--- src/rtl/ni_pkg.sv ---
// ni_pkg: flit info codes, default widths and field offset helpers shared across the network interface
package ni_pkg;
    localparam int INFO_W_DEF   = 4;
    localparam int ADDR_W_DEF   = 16;
    localparam int DATA_W_DEF   = 16;
    localparam int PE_IDX_W_DEF = 6;
    localparam int ACT_NO_W_DEF = 6;

    localparam logic [3:0] INFO_BROADCAST     = 4'h0;
    localparam logic [3:0] INFO_FIN_BROADCAST = 4'h1;
    localparam logic [3:0] INFO_FIN_COMP      = 4'h2;
    localparam logic [3:0] INFO_READ          = 4'h3;

    // Flits are packed {info, addr, data} with data in the least significant bits
    function automatic int data_lsb();
        return 0;
    endfunction

    function automatic int addr_lsb(input int data_w);
        return data_w;
    endfunction

    function automatic int info_lsb(input int addr_w, input int data_w);
        return addr_w + data_w;
    endfunction
endpackage

--- src/rtl/ni_flit_fifo.sv ---
// ni_flit_fifo: synchronous FIFO with full, empty and occupancy count
module ni_flit_fifo #(
    parameter int WIDTH = 36,
    parameter int DEPTH = 4
) (
    input  logic                     clk,
    input  logic                     rst,
    input  logic                     push,
    input  logic                     pop,
    input  logic [WIDTH-1:0]         din,
    output logic [WIDTH-1:0]         dout,
    output logic                     full,
    output logic                     empty,
    output logic [$clog2(DEPTH):0]   count
);
    localparam int AW = $clog2(DEPTH);

    logic [WIDTH-1:0] mem [DEPTH];
    logic [AW-1:0]    wp, rp;
    logic             do_push, do_pop;

    assign full    = count == (AW+1)'(DEPTH);
    assign empty   = count == '0;
    assign do_push = push && !full;
    assign do_pop  = pop && !empty;
    assign dout    = mem[rp];

    always_ff @(posedge clk)
        if (do_push) mem[wp] <= din;

    always_ff @(posedge clk) begin
        if (rst) begin
            wp    <= '0;
            rp    <= '0;
            count <= '0;
        end else begin
            if (do_push) wp <= wp + 1'b1;
            if (do_pop) rp <= rp + 1'b1;
            count <= count + (AW+1)'(do_push) - (AW+1)'(do_pop);
        end
    end
endmodule

--- src/rtl/ni_output_queue.sv ---
// ni_output_queue: lossless PE output unit, fixed-priority arbiter into a local queue drained by a credit launcher
module ni_output_queue
    import ni_pkg::*;
#(
    parameter int INFO_W      = 4,
    parameter int ADDR_W      = 16,
    parameter int DATA_W      = 16,
    parameter int PE_IDX_W    = 6,
    parameter int ACT_NO_W    = 6,
    parameter int QUEUE_DEPTH = 4,
    parameter int CREDIT_INIT = 4,
    parameter int CREDIT_W    = 3
) (
    input  logic                            clk,
    input  logic                            rst,
    input  logic [PE_IDX_W-1:0]             pe_idx,
    input  logic                            act_valid,
    output logic                            act_ready,
    input  logic [ADDR_W-1:0]               act_addr,
    input  logic [DATA_W-1:0]               act_data,
    input  logic                            fin_comp,
    input  logic                            rd_valid,
    output logic                            rd_ready,
    input  logic [ACT_NO_W-1:0]             rd_addr,
    input  logic [DATA_W-1:0]               rd_data,
    input  logic                            downstream_credit,
    output logic                            router_rdy,
    output logic                            out_data_valid,
    output logic [INFO_W+ADDR_W+DATA_W-1:0] out_data
);
    localparam int FW = INFO_W + ADDR_W + DATA_W;
    localparam int CW = $clog2(QUEUE_DEPTH) + 1;

    logic                full, empty, fin_pend, launch, act_g, fin_g, rd_g;
    logic [FW-1:0]       flit, head;
    logic [CW-1:0]       count;
    logic [CREDIT_W-1:0] credit_count;

    assign act_ready  = !rst && !full;
    assign rd_ready   = !rst && !full && !act_valid && !fin_pend;
    assign act_g      = act_valid && act_ready;
    assign fin_g      = !rst && !full && !act_valid && fin_pend;
    assign rd_g       = rd_valid && rd_ready;
    assign router_rdy = credit_count != '0;
    assign launch     = !empty && router_rdy;

    assign flit = act_g ? {act_addr[ADDR_W-1] ? INFO_W'(INFO_FIN_BROADCAST) : INFO_W'(INFO_BROADCAST), act_addr, act_data}
                : fin_g ? {INFO_W'(INFO_FIN_COMP), ADDR_W'(0), DATA_W'(pe_idx)}
                :         {INFO_W'(INFO_READ), ADDR_W'({rd_addr, pe_idx}), rd_data};

    ni_flit_fifo #(.WIDTH(FW), .DEPTH(QUEUE_DEPTH)) u_fifo (
        .clk   (clk),
        .rst   (rst),
        .push  (act_g || fin_g || rd_g),
        .pop   (launch),
        .din   (flit),
        .dout  (head),
        .full  (full),
        .empty (empty),
        .count (count)
    );

    always_ff @(posedge clk) begin
        if (rst) begin
            fin_pend       <= 1'b0;
            credit_count   <= CREDIT_W'(CREDIT_INIT);
            out_data_valid <= 1'b0;
            out_data       <= '0;
        end else begin
            // A pulse coinciding with the grant re-arms the flag for a second FIN_COMP
            fin_pend       <= fin_comp || (fin_pend && !fin_g);
            out_data_valid <= launch;
            out_data       <= launch ? head : '0;
            if (launch && !downstream_credit)
                credit_count <= credit_count - 1'b1;
            else if (!launch && downstream_credit && credit_count != CREDIT_W'(CREDIT_INIT))
                credit_count <= credit_count + 1'b1;
        end
    end

    a_credit_overflow: assert property (@(posedge clk) disable iff (rst)
        !(downstream_credit && !launch && credit_count == CREDIT_W'(CREDIT_INIT)));
    a_count_range: assert property (@(posedge clk) disable iff (rst) count <= CW'(QUEUE_DEPTH));
endmodule

--- config.mk ---
export PLATFORM = sky130hd
export DESIGN_NAME = ni_output_queue
export DESIGN_NICKNAME = d
export VERILOG_FILES = /design/src/rtl/ni_pkg.sv /design/src/rtl/ni_flit_fifo.sv /design/src/rtl/ni_output_queue.sv
export SDC_FILE = /design/constraint.sdc
export NUM_CORES = 1
export LEC_CHECK = 0
export CORE_ASPECT_RATIO = 1.25
export CORE_UTILIZATION = 29
export DETAILED_ROUTE_END_ITERATION = 10
export GPL_ROUTABILITY_DRIVEN = 0
export GPL_TIMING_DRIVEN = 0
export MAX_ROUTING_LAYER = met4
export PLACE_DENSITY = 0.46
export SKIP_LAST_GASP = 1
export SYNTH_ARGS = -nofsm -noshare
export SYNTH_HDL_FRONTEND = slang
export SYNTH_SLANG_ARGS = --single-unit
export TNS_END_PERCENT = 10
--- constraint.sdc ---
create_clock -name clk -period 6.2 [get_ports clk]
set_input_delay 1.24 -clock clk [delete_from_list [all_inputs] [get_ports clk]]
set_output_delay 1.24 -clock clk [all_outputs]
set_load 0.02 [all_outputs]
==> results.json <==
{
  "outcome": "finished, final reports clean",
  "dieHeight_um": 175,
  "io_pins": 106,
  "antenna_found_initial": 1,
  "portBuffers": 101,
  "hold_depth": 2,
  "power.total_w": 0.00403,
  "via_per_inst": 4.55,
  "slew_viol_final": 0,
  "clock_power_share_pct": 30.6,
  "combPwrFrac_pct": 28.7,
  "grt_pass1_vias": 4102,
  "drt_iter0_drc": 162,
  "p_seq_share_pct": 40.7,
  "num_rows": 63,
  "multiInputGateArea_um2": 1810,
  "wire_per_inst_um": 18.6,
  "drive_gt1_share_pct": 18.9,
  "syn_inst": 394,
  "synth-main-ff-cell": "edfxtp_1",
  "cts_sinks": 182,
  "final_nets": 594,
  "dp_hpwl_um": 10300,
  "ir_drop_uv": 208,
  "synth_edf_count": 136,
  "tns_ns": 0,
  "slowest_stage": "clkdlybuf4s50_1",
  "r2r_cells": 9,
  "ant_nets": 0,
  "cts_setup_buffers": 0,
  "fill_cells": 2189,
  "timing.fmax_mhz": 251,
  "p_int_w": 0.00293,
  "met1_length_um": 6720,
  "worstMarginPinSlew_ns": 0.716,
  "route.met2.wl_um": 7910,
  "rsz0062_at_grt": "false",
  "fin_crit_ns": 3.99,
  "synth.ff_latch_count": 182,
  "cp-start-kind": "input port",
  "crit_buf_inv": 3,
  "sw_frac_of_total_pct": 27.3,
  "cp.arrival_ns": 2.75,
  "die_w_um": 141,
  "ys_types": 37,
  "cp_cell_sequence": "clkbuf_1 -> buf_1 -> nor4_1 -> clkdlybuf4s50_1",
  "drtPass1Iterations": 4,
  "hp-class": "flop to flop",
  "clock_path_buffers": 2,
  "slowest_delay_ns": 0.65,
  "critPathRequiredTime_ns": 4.96,
  "hold_viol_final": 0,
  "power_density_nw_per_um2": 441,
  "clk_pin_slew_worst_paths_ns": 0.06,
  "end_kind": "output port",
  "synthArstFlopShare_pct": 0,
  "grt.total_usage_pct": 13.5,
  "ys_seq_area_share_pct": 71.8,
  "ctsResizeCount": 0,
  "fin_crit_sh_pct": 64.4,
  "cts_tree": "yes",
  "cap_violations": 0,
  "path_max_fanout": 10,
  "cp.depth": 4,
  "area_delta_synth_final_pct": 31.0,
  "hold_buffers": 0,
  "routed-wl-met3_um": 588,
  "p_leak_nw": 3.10,
  "skew_ns": 0.0104,
  "dieArea_um2": 24700,
  "grt_pass1_wl_um": 23100,
  "relSlewSlack_pct": 52.2,
  "cts_buffers": 17,
  "p_sw_w": 0.00110,
  "grt_max_degree": 23,
  "htreeDepth": 4,
  "drc": 0,
  "initial_core_util_pct": 29.5,
  "cp_top_family": "buffers and inverters",
  "seq_area_um2": 5000,
  "clkLatencyLatePin_ns": 0.43,
  "grt_overflow": 0,
  "core_um2": 23600,
  "syn_area_um2": 6970,
  "crit_type": "input port to output port",
  "drt-total-wl_um": 15400,
  "ys_warn_count": 0,
  "num_vias": 3756,
  "root_buffer": "clkbuf_16",
  "setup_viol": 0,
  "avgSynthCellArea_um2": 17.7,
  "top_layer": "met4"
}
[worst register-to-register path, delay by kind of cell (launching register included)]
kind | cells | cell delay, ns
adder cells (fa/ha/maj) | 3 | 0.86
buffers and inverters | 1 | 0.04
XOR/XNOR | 2 | 0.32
AND/OR/NAND/NOR | 3 | 0.69
flip-flops | 1 | 0.36
[metrics by stage]
step	instances	instance area, um2	hold slack, ns	util [%]	setup slack (ns)
2_1_floorplan	395	6980	0.478	-	2.58
3_3_place_gp	788	8350	0.513	35.3	1.88
3_5_place_dp	792	8440	0.529	35.7	2.18
4_1_cts	824	9130	0.539	38.6	2.16
5_1_grt	826	9130	0.579	38.6	2.12
6_report	826	9130	0.545	38.6	2.21
[logic make-up after synthesis]
kind of cell,synth area share (%)
AO/OA/AOI/OAI,4.65
multiplexers,11.3
buffers and inverters,2.46
flip-flops,71.8
XOR/XNOR,0.879
AND/OR/NAND/NOR,7.28
adder cells (fa/ha/maj),1.65
other,0.0538
[power by group through the flow]
| stage | clock [W] | sequential [W] | combinational [W] |
|---|---|---|---|
| after global routing | 0.00131 | 0.00166 | 0.00126 |
| after CTS | 0.00127 | 0.00164 | 0.00119 |
| after floorplan | 0 | 0.00176 | 0.000643 |
| final | 0.00123 | 0.00164 | 0.00115 |
| after global placement | 0 | 0.00167 | 0.00115 |
| after detailed placement | 0 | 0.00167 | 0.00119 |
[placed cells by master, fill, tap and decap left out, types with 3 or more instances in the layout]
master	count
a22o_1	22
a22oi_2	6
and2_1	4
and2_2	4
buf_12	4
buf_2	15
buf_4	4
bufinv_16	6
clkbuf_1	4
clkbuf_16	17
clkbuf_8	3
clkdlybuf4s50_1	101
dfxtp_1	46
edfxtp_1	136
ha_1	6
inv_1	11
mux4_2	34
nand2_1	15
nor2_1	9
nor2b_1	38
nor3_1	6
or3_1	4
xnor2_1	5
[cell usage after synthesis, types with 5 or more instances]
master,instances,area share (%)
nor3_1,6,0.43
buf_2,14,1.0
a22o_1,22,2.8
a22oi_2,6,1.1
ha_1,6,1.1
and2_1,8,0.72
inv_1,11,0.59
edfxtp_1,136,59
mux4_2,34,11
nor2_1,9,0.48
nand2_1,15,0.81
dfxtp_1,46,13
nor2b_1,38,3.4
xnor2_1,5,0.63
[worst paths after layout]
check                  startpoint         endpoint  slack (ns)
hold reg to reg          fin_pend         fin_pend        0.55
setup reg to reg  u_fifo.count[1]  u_fifo.count[2]        3.79
hold / removal           fin_pend         fin_pend        0.55
setup / recovery              rst         rd_ready        2.21
[sequential cells by signal, summed over array words and instances (netlist names)]
register and cells:
out_data 34, u_fifo.rp 2, fin_pend 1, credit_count 3, u_fifo.count 3, out_data_valid 1, u_fifo.mem 136, u_fifo.wp 2
[routing by layer]
layer | global-route usage [%] | vias up
met5 | - | -
met4 | 3.80 | 0
met3 | 3.54 | 11
met2 | 23.0 | 87
met1 | 15.7 | 1902
li1 | - | 1756
[cell type report]
| type | count | area share [%] |
|---|---|---|
| inverter | 11 | 0.452 |
| clock buffer | 20 | 5.11 |
| sequential | 182 | 54.8 |
| multi-input combinational | 178 | 19.8 |
| antenna | 1 | 0.0274 |
| clock inverter | 12 | 2.41 |
| timing repair buffer | 106 | 12.0 |
| buffer | 24 | 1.42 |
| tap | 292 | 4.00 |
Power figures use the tool's default switching activity.
